`src/rtl/gpio_pad_ctrl_if.sv`:
```
// gpio_pad_ctrl_if
//   Register bus between the core and one GPIO pad bank controller.
//   reg_cs    : access request, held until reg_ack is seen
//   reg_wr    : 1 = write, 0 = read (qualified by reg_cs)
//   reg_addr  : register index 0..15
//   reg_wdata : write data, bit i = pad i
//   reg_rdata : read data, valid while reg_ack = 1, held until the next access
//   reg_ack   : one-cycle acknowledge, the cycle after the access is accepted
interface gpio_pad_ctrl_if #(
    parameter int NPADS = 6
);
    logic             reg_cs;
    logic             reg_wr;
    logic [3:0]       reg_addr;
    logic [NPADS-1:0] reg_wdata;
    logic [NPADS-1:0] reg_rdata;
    logic             reg_ack;

    modport master (
        output reg_cs, reg_wr, reg_addr, reg_wdata,
        input  reg_rdata, reg_ack
    );

    modport slave (
        input  reg_cs, reg_wr, reg_addr, reg_wdata,
        output reg_rdata, reg_ack
    );
endinterface

```
`src/rtl/gpio_pad_ctrl.sv`:
```
// gpio_pad_ctrl
//   Register-programmed control stage for one bank of openframe GPIO pads.
//   Drives per-pad output value, output enable (active low), input disable and
//   drive mode; synchronizes pad inputs, captures enabled edges into sticky
//   write-1-to-clear status and raises a level interrupt.
// Ports
//   mclk        : core clock, all state on the rising edge
//   reset       : synchronous, active-high reset
//   bus         : register bus (slave side)
//   pad_in      : raw asynchronous pad inputs
//   pad_out     : pad output value
//   pad_oeb     : output enable, active low
//   pad_inp_dis : input buffer disable
//   pad_dm2/1/0 : drive-mode bits per pad
//   irq         : level interrupt
module gpio_pad_ctrl #(
    parameter int NPADS = 6
) (
    input  logic                  mclk,
    input  logic                  reset,
    gpio_pad_ctrl_if.slave        bus,
    input  logic [NPADS-1:0]      pad_in,
    output logic [NPADS-1:0]      pad_out,
    output logic [NPADS-1:0]      pad_oeb,
    output logic [NPADS-1:0]      pad_inp_dis,
    output logic [NPADS-1:0]      pad_dm2,
    output logic [NPADS-1:0]      pad_dm1,
    output logic [NPADS-1:0]      pad_dm0,
    output logic                  irq
);

    localparam logic [3:0] ADDR_DOUT     = 4'd0;
    localparam logic [3:0] ADDR_OE       = 4'd1;
    localparam logic [3:0] ADDR_DIN      = 4'd2;
    localparam logic [3:0] ADDR_INP_DIS  = 4'd3;
    localparam logic [3:0] ADDR_PULL_EN  = 4'd4;
    localparam logic [3:0] ADDR_PULL_UP  = 4'd5;
    localparam logic [3:0] ADDR_RISE_EN  = 4'd6;
    localparam logic [3:0] ADDR_FALL_EN  = 4'd7;
    localparam logic [3:0] ADDR_INT_STAT = 4'd8;

    localparam logic [NPADS-1:0] ZERO = {NPADS{1'b0}};

    logic [NPADS-1:0] dout_r, oe_r, inp_dis_r, pull_en_r, pull_up_r;
    logic [NPADS-1:0] rise_en_r, fall_en_r, int_stat_r;
    logic [NPADS-1:0] s1_r, s2_r, s3_r;
    logic [NPADS-1:0] rdata_r;
    logic             ack_r;
    logic             irq_r;

    logic             accept_s;
    logic             wr_s;
    logic [NPADS-1:0] rd_mux_s;
    logic [NPADS-1:0] edge_set_s;
    logic [NPADS-1:0] w1c_clr_s;

    // A new access is taken only while no acknowledge is outstanding,
    // which gives a held request an ack every second cycle.
    assign accept_s   = bus.reg_cs & ~ack_r;
    assign wr_s       = accept_s & bus.reg_wr;
    assign edge_set_s = (s2_r & ~s3_r & rise_en_r) | (~s2_r & s3_r & fall_en_r);

    // Read multiplexer; unmapped addresses return zero.
    always_comb begin
        rd_mux_s = ZERO;
        case (bus.reg_addr)
            ADDR_DOUT:     rd_mux_s = dout_r;
            ADDR_OE:       rd_mux_s = oe_r;
            ADDR_DIN:      rd_mux_s = s2_r;
            ADDR_INP_DIS:  rd_mux_s = inp_dis_r;
            ADDR_PULL_EN:  rd_mux_s = pull_en_r;
            ADDR_PULL_UP:  rd_mux_s = pull_up_r;
            ADDR_RISE_EN:  rd_mux_s = rise_en_r;
            ADDR_FALL_EN:  rd_mux_s = fall_en_r;
            ADDR_INT_STAT: rd_mux_s = int_stat_r;
            default:       rd_mux_s = ZERO;
        endcase
    end

    // Write-1-to-clear mask for the status register, active only on an accepted write.
    always_comb begin
        w1c_clr_s = ZERO;
        if (wr_s && (bus.reg_addr == ADDR_INT_STAT)) begin
            w1c_clr_s = bus.reg_wdata;
        end else begin
            w1c_clr_s = ZERO;
        end
    end

    // Register file, bus handshake, status and interrupt state.
    always_ff @(posedge mclk) begin
        if (reset) begin
            dout_r     <= ZERO;
            oe_r       <= ZERO;
            inp_dis_r  <= ZERO;
            pull_en_r  <= ZERO;
            pull_up_r  <= ZERO;
            rise_en_r  <= ZERO;
            fall_en_r  <= ZERO;
            int_stat_r <= ZERO;
            rdata_r    <= ZERO;
            ack_r      <= 1'b0;
            irq_r      <= 1'b0;
        end else begin
            ack_r <= accept_s;
            if (accept_s) begin
                rdata_r <= rd_mux_s;
            end
            if (wr_s) begin
                case (bus.reg_addr)
                    ADDR_DOUT:    dout_r    <= bus.reg_wdata;
                    ADDR_OE:      oe_r      <= bus.reg_wdata;
                    ADDR_INP_DIS: inp_dis_r <= bus.reg_wdata;
                    ADDR_PULL_EN: pull_en_r <= bus.reg_wdata;
                    ADDR_PULL_UP: pull_up_r <= bus.reg_wdata;
                    ADDR_RISE_EN: rise_en_r <= bus.reg_wdata;
                    ADDR_FALL_EN: fall_en_r <= bus.reg_wdata;
                    default:      ;
                endcase
            end
            // New edges are ORed in after the clear so a coincident edge wins.
            int_stat_r <= (int_stat_r & ~w1c_clr_s) | edge_set_s;
            irq_r      <= |(int_stat_r & (rise_en_r | fall_en_r));
        end
    end

    // Input synchronizer plus one history stage for edge detection.
    always_ff @(posedge mclk) begin
        if (reset) begin
            s1_r <= ZERO;
            s2_r <= ZERO;
            s3_r <= ZERO;
        end else begin
            s1_r <= pad_in & ~inp_dis_r;
            s2_r <= s1_r;
            s3_r <= s2_r;
        end
    end

    // Per-pad drive mode and output value from the control registers.
    always_comb begin
        pad_out = ZERO;
        pad_dm2 = ZERO;
        pad_dm1 = ZERO;
        pad_dm0 = ZERO;
        for (int i = 0; i < NPADS; i++) begin
            if (oe_r[i]) begin
                pad_dm2[i] = 1'b1;
                pad_dm1[i] = 1'b1;
                pad_dm0[i] = 1'b0;
                pad_out[i] = dout_r[i];
            end else if (pull_en_r[i]) begin
                pad_dm2[i] = 1'b0;
                pad_dm1[i] = 1'b1;
                if (pull_up_r[i]) begin
                    pad_dm0[i] = 1'b1;
                    pad_out[i] = 1'b1;
                end else begin
                    pad_dm0[i] = 1'b0;
                    pad_out[i] = 1'b0;
                end
            end else begin
                pad_dm2[i] = 1'b0;
                pad_dm1[i] = 1'b0;
                pad_dm0[i] = 1'b1;
                pad_out[i] = dout_r[i];
            end
        end
    end

    assign pad_oeb       = ~oe_r;
    assign pad_inp_dis   = inp_dis_r;
    assign irq           = irq_r;
    assign bus.reg_ack   = ack_r;
    assign bus.reg_rdata = rdata_r;

endmodule

```
`src/flat_wrapper.sv`:
```
// flat-port wrapper written by rule: the top's interface ports become plain ports
module gpio_pad_ctrl_flat 
#(
    parameter int NPADS = 6
)
  (mclk, reset, pad_in, pad_out, pad_oeb, pad_inp_dis, pad_dm2, pad_dm1, pad_dm0, irq, bus_reg_cs, bus_reg_wr, bus_reg_addr, bus_reg_wdata, bus_reg_rdata, bus_reg_ack);
  gpio_pad_ctrl_if #(.NPADS(NPADS)) bus_i ();
  input  logic mclk;
  input  logic reset;
  input  logic [NPADS-1:0] pad_in;
  output logic [NPADS-1:0] pad_out;
  output logic [NPADS-1:0] pad_oeb;
  output logic [NPADS-1:0] pad_inp_dis;
  output logic [NPADS-1:0] pad_dm2;
  output logic [NPADS-1:0] pad_dm1;
  output logic [NPADS-1:0] pad_dm0;
  output logic irq;
  input wire logic [$bits(bus_i.reg_cs)-1:0] bus_reg_cs;
  input wire logic [$bits(bus_i.reg_wr)-1:0] bus_reg_wr;
  input wire logic [$bits(bus_i.reg_addr)-1:0] bus_reg_addr;
  input wire logic [$bits(bus_i.reg_wdata)-1:0] bus_reg_wdata;
  output wire logic [$bits(bus_i.reg_rdata)-1:0] bus_reg_rdata;
  output wire logic [$bits(bus_i.reg_ack)-1:0] bus_reg_ack;
  assign bus_i.reg_cs = bus_reg_cs;
  assign bus_i.reg_wr = bus_reg_wr;
  assign bus_i.reg_addr = bus_reg_addr;
  assign bus_i.reg_wdata = bus_reg_wdata;
  assign bus_reg_rdata = bus_i.reg_rdata;
  assign bus_reg_ack = bus_i.reg_ack;
  gpio_pad_ctrl #(.NPADS(NPADS)) u_core (.mclk(mclk), .reset(reset), .bus(bus_i), .pad_in(pad_in), .pad_out(pad_out), .pad_oeb(pad_oeb), .pad_inp_dis(pad_inp_dis), .pad_dm2(pad_dm2), .pad_dm1(pad_dm1), .pad_dm0(pad_dm0), .irq(irq));
endmodule
```
`config.mk`:
```
export PLATFORM = sky130hd
export DESIGN_NAME = gpio_pad_ctrl_flat
export DESIGN_NICKNAME = d
export VERILOG_FILES = /design/src/rtl/gpio_pad_ctrl_if.sv /design/src/rtl/gpio_pad_ctrl.sv /design/src/flat_wrapper.sv
export SDC_FILE = /design/constraint.sdc
export NUM_CORES = 1
export LEC_CHECK = 0
export ABC_CLOCK_PERIOD_IN_PS = 3800
export CORE_ASPECT_RATIO = 1.1
export CORE_UTILIZATION = 30
export CTS_CLUSTER_SIZE = 24
export DETAILED_ROUTE_END_ITERATION = 12
export SYNTH_ARGS = -nofsm -noshare
export SYNTH_HDL_FRONTEND = slang
export SYNTH_SLANG_ARGS = --single-unit
```
`constraint.sdc`:
```
create_clock -name mclk -period 3.8 [get_ports mclk]
set_input_delay 0.76 -clock mclk [delete_from_list [all_inputs] [get_ports mclk]]
set_output_delay 0.76 -clock mclk [all_outputs]
set_load 0.1 [all_outputs]
```
* After elaboration in Yosys (flattened, before gate mapping)
Index checks and enable logic that the tools add are counted.
Storage, ports and cells: logic and storage cells 100, bits in registers 74, input bits 20, output and inout bits 44
Operators by class: reductions and logical operators 10, mux-type cells 50, bitwise logic cells 18, eq/ne operators 8
Operators with widths (number):
- case mux 6 bit (9 select lines) | 1
- two-way mux 1 bit | 48
- AND 6 bit | 7
- NOT 6 bit | 5
- bitwise OR 6 bit | 3
- == test 4 x 3 -> 1 bit, second input constant | 4
- AND reduction 2 bit | 7
- == test 4 x 2 -> 1 bit, second input constant | 2
- two-way mux 6 bit | 1
- OR reduction 6 bit | 1
- == test 4 x 1 -> 1 bit, second input constant | 1
- == test 4 bit, second input constant | 1
- logical NOT 4 bit | 1
- AND 1 bit | 2
- logical AND 1 bit | 1
- NOT 1 bit | 1

* Depth between registers and ports, before layout
Gate-level depths: netlist of the first run.
depth in word-level cells 8, depth in mapped cells 6, gate-level depth less buffers 4

* Least setup slack after synthesis of the first run
OpenSTA, ideal clock, no wires.
kind reg2out, start point register u_core.oe_r[1], end point output port pad_out[1], cell stages (with the launch flop) 2, setup slack -0.047 ns, data arrival time 3.087 ns, data required time 3.040 ns, path buffers 0, cells stage by stage dfxtp_1 o31ai_1
On the way: word-level cells in the longest chain between the ends 1
RTL lines:
- start: declaration | line gpio_pad_ctrl.sv:44 | logic [NPADS-1:0] dout_r, oe_r, inp_dis_r, pull_en_r, pull_up_r;
- start signal: assignment | line gpio_pad_ctrl.sv:112 | ADDR_OE: oe_r <= bus.reg_wdata;
- two-way mux 1 bit | line gpio_pad_ctrl.sv:147 | if (oe_r[i]) begin
- end: declaration | line flat_wrapper.sv:11 | output logic [NPADS-1:0] pad_out;
No other way between the ends.

* Final worst setup path of the first run
start point register u_core.pull_up_r[5], end point output port pad_dm0[5]
On the way: word-level cells in the longest chain between the ends 3
RTL lines:
- start: declaration | line gpio_pad_ctrl.sv:44
- start signal: assignment | line gpio_pad_ctrl.sv:115 | ADDR_PULL_UP: pull_up_r <= bus.reg_wdata;
- two-way mux 1 bit | line gpio_pad_ctrl.sv:155 | if (pull_up_r[i]) begin
- two-way mux 1 bit | line gpio_pad_ctrl.sv:152 | end else if (pull_en_r[i]) begin
- two-way mux 1 bit | line gpio_pad_ctrl.sv:147
- end: declaration | line flat_wrapper.sv:16 | output logic [NPADS-1:0] pad_dm0;
No other way between the ends.

==> results.md, run 1 <==
- Post-detail-place hpwl: 6590 um
- Antenna cells: 0
- Clock slew at reported path FFs: 0.06 ns
- Die extent in x: 105 um
- Area growth from synthesis to final layout: 29.8%
- Ratio of routed vias to standard cells: 5.02
- Area of the core region: 11,100 um2
- Layout cell share with drive strength beyond 1: 0.110
- Maximum net fanout on the critical path: 3
- Data required time of the critical path: 3.04 ns
- Global route total overflow: 0
- Sequential-to-total area share from yosys stat: 0.426
- Area fraction of the dominant cell type after synthesis: 0.426
- Post-DP Area: 4210 um2
- Maximum clock frequency: 349 MHz
- Via count: 2,926
- Layout Cell Area excl Fill: 4510 um2
- Number of pins with negative max-slew slack in the final report: 0
- Unrepaired setup endpoints after global routing: no
- R2R depth: 4
- Total number of H-tree levels: 3
- Result of the run: completed
- Portion of total power attributed to the clock network: 0.477
- Post-layout nets: 451
- Initial standard-cell utilization of the core: 0.313
- CTS sink cnt: 74
- Clock root buffer: sky130_fd_sc_hd__clkbuf_16
- HP Class: reg2reg
- Overall routed net length: 9330 um
- Number of violations of the max-capacitance limit: 0
- Reg-to-Reg Start: u_core.bus.reg_ack
- Number of buffers on the longest clock path: 2
- Max-slew headroom: 0.344
- Post-route clock skew: 0.00454 ns
- Total routing resource utilization after global routing: 0.160
- Net Switching: 422 uW
- Number of warning messages in the yosys log: 0
- Leading post-synthesis cells by cell area: sky130_fd_sc_hd__dfxtp_1 (43%), sky130_fd_sc_hd__mux2i_1 (13%), sky130_fd_sc_hd__nor2_1 (5.3%), sky130_fd_sc_hd__nor2b_1 (2.9%), sky130_fd_sc_hd__o21ai_0 (2.6%)
- Hold Fails Final Rpt: 0
- Netlist Area Pre-Place: 3480 um2
- Synth area leader: sky130_fd_sc_hd__dfxtp_1
- Placer's final routability congestion estimate: 0.860
- Most frequently used cell type in the post-synthesis netlist: sky130_fd_sc_hd__dfxtp_1
- CP startpoint kind: flip-flop
- Combinational Power Share: 0.081
- Maximum number of pins on one net before global-route repair: 38
- Buffers added on ports: 63
- Worst Setup End Kind: output port
- Internal power of the cells: 1380 uW
- Clock period minus worst slack: 2.87 ns
- Hold Path Depth: 1
- Setup Fix Bufs, Post-CTS: 0
- Max VDD drop: 0.000188 V
- Leak Pwr: 0.00170 uW
- Number of CTS-inserted buffers: 9
- Post-CTS Resized: 0
- Number of synthesized flops with an enable pin: 0
- Avg Cell Area, Syn: 9.20 um2
- Post-route clock period utilization: 0.755
- Setup slack on the worst flop-to-flop path: 2.00 ns
- Synth cell count leaders: sky130_fd_sc_hd__dfxtp_1 (74), sky130_fd_sc_hd__nor2_1 (49), sky130_fd_sc_hd__mux2i_1 (46), sky130_fd_sc_hd__inv_1 (20), sky130_fd_sc_hd__o21ai_0 (18)
- Average routed wire per standard cell: 16.0 um
- Detailed Routing Iterations Pass 1: 8
- Number of antenna violations at the first check in global routing: 0
- I/O pin cnt: 64
- Main synth FF type: sky130_fd_sc_hd__dfxtp_1
- Pwr/cell area: 399 nW/um2
- Hold buffer count at cts: 0
- Switching part of the total: 0.234
- Setup CP Type: reg2out
- Worst Tran Pin Value: 0.980 ns
- Post-synthesis cell count: 378
- Power share of the sequential group: 0.442
- Sum of negative setup slack: 0 ns
- Crit path arrival time: 2.11 ns
- Area enclosed by the die boundary: 12,000 um2
- Vias in the first global route: 2,744
- DRC viols: 0
- Final-report setup violation count: 0
- Async set-or-reset flop fraction in the synthesized netlist: 0
- Crit Reg-Reg Endpoint: u_core.oe_r[5]
- Count of unique library cells instantiated by Yosys: 48
- Synthesized netlist net count: 398
- Vertical die dimension: 115 um
- CTS tree: yes
- Count of routing violations after the opening detailed-route iteration: 177
- Capture endpoint of the worst hold path: u_core.s2_r[1]
- Number of cell rows: 40
- Post-synthesis register bit count: 74
- Residual antenna-violating net count after detailed routing: 0
- Launch instance of the worst min-delay path: u_core.s1_r[1]
- Clock network latency to the later pin of the worst-skew pair: 0.33 ns
- First-pass GRT wire length: 14,700 um
## cell usage in the layout (no fill, tap or decap), types with 9 or more instances in the layout
| cell | count |
|---|---|
| sky130_fd_sc_hd__clkdlybuf4s50_1 | 55 |
| sky130_fd_sc_hd__nor2_1 | 49 |
| sky130_fd_sc_hd__clkbuf_16 | 9 |
| sky130_fd_sc_hd__inv_1 | 20 |
| sky130_fd_sc_hd__dfxtp_1 | 74 |
| sky130_fd_sc_hd__a22oi_1 | 10 |
| sky130_fd_sc_hd__mux2i_1 | 46 |
| sky130_fd_sc_hd__nand2_1 | 12 |
| sky130_fd_sc_hd__nand3b_1 | 10 |
| sky130_fd_sc_hd__a21oi_1 | 17 |
| sky130_fd_sc_hd__o21ai_0 | 18 |
| sky130_fd_sc_hd__nor2b_1 | 16 |
| sky130_fd_sc_hd__buf_4 | 12 |
## cell type report
class	instances	area [um2]
Multi-Input combinational cell	258	1820
Clock buffer	11	253
Fill cell	1114	6600
Sequential cell	74	1480
Inverter	20	75.1
Timing Repair Buffer	68	646
Tap cell	147	184
Clock inverter	5	52.6
## worst max path at each step
stage / start / endpoint / cells after the start / slack (ns)
2_1_floorplan: u_core.oe_r[5] / pad_dm1[5] / 2 / 0.40
3_3_place_gp: bus_reg_addr[2] / u_core.pull_en_r[1] / 5 / 0.77
3_5_place_dp: bus_reg_addr[2] / u_core.pull_en_r[1] / 5 / 0.68
4_1_cts: u_core.pull_up_r[5] / pad_dm0[5] / 3 / 0.92
5_1_grt: u_core.oe_r[5] / pad_dm1[5] / 3 / 0.82
6_report: u_core.pull_up_r[5] / pad_dm0[5] / 3 / 0.93
## stage by stage
stage / std cells / hold slack (ns) / power, uW / utilization / worst slack, ns
6_report: 583 / 0.435 / 1800 / 0.406 / 0.931
5_1_grt: 583 / 0.459 / 1860 / 0.406 / 0.821
4_1_cts: 583 / 0.438 / 1820 / 0.406 / 0.915
3_5_place_dp: 567 / 0.425 / 958 / 0.379 / 0.678
3_3_place_gp: 567 / 0.418 / 957 / 0.379 / 0.771
2_1_floorplan: 378 / 0.414 / 912 / - / 0.397
## power groups by stage
stage	Combinational, uW	Sequential, uW	Clock [uW]
2_1_floorplan	91.1	821	0
6_report	146	796	858
4_1_cts	146	795	877
3_3_place_gp	145	812	0
3_5_place_dp	146	812	0
5_1_grt	156	796	911
## layer usage
metal  wire [um]  vias up  track usage
met2        4370       90        0.265
li1            -     1439            -
met3         499       11       0.0425
met4         139        0       0.0582
met1        4310     1386        0.200
met5           0        -            0
## cell families (layout without fill, tap and decap cells)
logic type | after synthesis | after routing | share of synthesized area
and+or+nand+nor | 133 | 133 | 0.222
DFF | 74 | 74 | 0.426
buffers and inverters | 46 | 104 | 0.0590
AOI/OAI and AO/OA | 73 | 73 | 0.140
muxes | 52 | 52 | 0.153
## worst max-delay path, cell delays in order (launching register included)
cell	delay (ns)
sky130_fd_sc_hd__dfxtp_1	0.38
sky130_fd_sc_hd__inv_1	0.08
sky130_fd_sc_hd__a21oi_1	0.15
sky130_fd_sc_hd__clkdlybuf4s50_1	1.15
Power figures use the tool's default switching activity.
==> run 2, diff against run 1 <==
- ABC_CLOCK_PERIOD_IN_PS: 3800 -> 2700
- clock period: 3.8 -> 2.7 ns (I/O delays scaled with it)
==> results.md, run 2 (synthesis results as in run 1) <==
- Post-CTS Resized: 0 (unchanged)
- Worst setup slack after layout: 0.461 ns (-0.471 ns)
- Reg-to-Reg Start: u_core.bus.reg_ack
- Post-layout nets: 461 (+2.2%)
- Detailed Routing Iterations Pass 1: 4 (-4)
- DRC viols: 0 (unchanged)
- Setup Fix Bufs, Post-CTS: 0 (unchanged)
- Crit Reg-Reg Endpoint: u_core.pull_en_r[0]
- Worst Tran Pin Value: 0.661 ns (-0.319 ns)
- Number of antenna violations at the first check in global routing: 0 (unchanged)
- Hold Fails Final Rpt: 0 (unchanged)
- Vertical die dimension: 115 um (unchanged)
- Via count: 2,998 (+2.5%)
- HP Class: reg2reg
- Number of buffers on the longest clock path: 2 (unchanged)
- Post-route clock period utilization: 0.829
- Overall routed net length: 9600 um (+3.0%)
- Number of CTS-inserted buffers: 9 (unchanged)
- Commonest non-fill, non-tap cell in the layout: sky130_fd_sc_hd__dfxtp_1
- Layout cell share with drive strength beyond 1: 0.240 (+0.130)
- CTS tree: yes
- Total routing resource utilization after global routing: 0.163 (+0.00388)
- CP startpoint kind: input port
- Number of pins with negative max-slew slack in the final report: 0 (unchanged)
- Count of routing violations after the opening detailed-route iteration: 195 (+10%)
- Pwr/cell area: 580 nW/um2 (+45%)
- CTS sink cnt: 74 (unchanged)
- Die extent in x: 105 um (unchanged)
- Total number of H-tree levels: 3 (unchanged)
- Sum of negative setup slack: 0 ns (unchanged)
- First-pass GRT wire length: 15,200 um (+3.8%)
- Setup CP Type: in2reg
- I/O pin cnt: 64 (unchanged)
- Clock network latency to the later pin of the worst-skew pair: 0.33 ns (about the same)
- R2R depth: 4 (unchanged)
- Max-slew headroom: 0.559 (+0.215)
- Maximum clock frequency: 447 MHz
- Hold buffer count at cts: 0 (unchanged)
- Leak Pwr: 0.00183 uW (+7.4%)
- Pre-CTS WS: 0.155 ns (-0.523 ns)
- Unrepaired setup endpoints after global routing: no
- Residual antenna-violating net count after detailed routing: 0 (unchanged)
- Post-route clock skew: 0.00342 ns (-0.00112 ns)
- Max VDD drop: 0.000299 V (+59%)
- Final-report setup violation count: 0 (unchanged)
- Buffers added on ports: 63 (unchanged)
- Worst Setup End Kind: flip-flop
- Commonest non-fill, non-tap cells in the layout: sky130_fd_sc_hd__dfxtp_1 (68), sky130_fd_sc_hd__buf_4 (56), sky130_fd_sc_hd__nor2_1 (49)
- Global route total overflow: 0 (unchanged)
- Vias in the first global route: 2,758 (+0.51%)
- Maximum number of pins on one net before global-route repair: 41 (+7.9%)
- Average routed wire per standard cell: 16.2 um (+1.3%)
- Clock period minus worst slack: 2.24 ns
- Number of cell rows: 40 (unchanged)
- Capture endpoint of the worst hold path: u_core.s2_r[2]
- Ratio of routed vias to standard cells: 5.06 (+0.73%)
- Overall power: 2660 uW (+48%)
- Placer's final routability congestion estimate: 0.853 (-0.74%)
- Number of violations of the max-capacitance limit: 0 (unchanged)
- Launch instance of the worst min-delay path: u_core.s1_r[2]
- Antenna cells: 0 (unchanged)
- Area enclosed by the die boundary: 12,000 um2 (unchanged)
- Post-detail-place hpwl: 6790 um (+3.1%)
- Setup slack on the worst flop-to-flop path: 0.96 ns (-1.04 ns)
- Crit path arrival time: 2.43 ns (+0.32 ns)
- Initial standard-cell utilization of the core: 0.313 (unchanged)
- Area growth from synthesis to final layout: 32.0%
- Clock root buffer: sky130_fd_sc_hd__clkbuf_16
- Maximum net fanout on the critical path: 9 (+6)
- Hold Path Depth: 1 (unchanged)
- Clock slew at reported path FFs: 0.05 ns (about the same)
- Area of the core region: 11,100 um2 (unchanged)
- Result of the run: completed
- Data required time of the critical path: 2.89 ns (-0.15 ns)
[run 2: how the worst max path moves through the flow]
stage                          startpoint                  end  cells past startpoint
after floorplan            u_core.oe_r[1]           pad_dm0[1]                      1
after global placement    bus_reg_addr[2]  u_core.pull_en_r[5]                      6
after detailed placement  bus_reg_addr[2]  u_core.pull_en_r[0]                      6
after CTS                 bus_reg_addr[3]  u_core.pull_en_r[0]                      5
after global routing      bus_reg_addr[3]  u_core.pull_en_r[3]                      5
final                     bus_reg_addr[3]  u_core.pull_en_r[0]                      5
[run 2: area by class of cell]
| cell class | count | area (um2) |
|---|---|---|
| repair buffers | 78 | 666 |
| multi-input cells | 258 | 1840 |
| clock buffers | 12 | 267 |
| inverters | 20 | 75.1 |
| clock inverters | 4 | 72.6 |
| well taps | 147 | 184 |
| flip-flops and latches | 74 | 1490 |
| fillers | 1130 | 6520 |
[run 2: per-stage QoR]
| stage | instance area, um2 | hold WS, ns | std cells | util |
|---|---|---|---|---|
| floorplan | 3530 | 0.414 | 378 | - |
| global placement | 4250 | 0.419 | 577 | 0.382 |
| detailed placement | 4250 | 0.422 | 577 | 0.382 |
| CTS | 4590 | 0.437 | 593 | 0.413 |
| global route | 4590 | 0.451 | 593 | 0.413 |
| finish | 4590 | 0.435 | 593 | 0.413 |
[run 2: critical path, stage by stage]
cell                              delay, ns
sky130_fd_sc_hd__clkdlybuf4s50_1       0.57
sky130_fd_sc_hd__nand2b_1              0.35
sky130_fd_sc_hd__or4_1                 0.67
sky130_fd_sc_hd__mux2i_1               0.24
sky130_fd_sc_hd__nor2_1                0.06
[run 2: layer usage]
layer | vias to the layer above | wire length, um | GRT usage
met5 | - | 0 | 0
met4 | 0 | 136 | 0.0432
met3 | 13 | 447 | 0.0482
met2 | 78 | 4550 | 0.260
met1 | 1447 | 4470 | 0.217
li1 | 1460 | - | -
[run 2: where the power goes]
group / internal [uW] / switching (uW) / total (uW) / leakage (uW)
logic: 81.0 / 139 / 220 / 0.00106
clock network: 882 / 439 / 1320 / 0.000165
registers: 1110 / 11.7 / 1120 / 0.000603
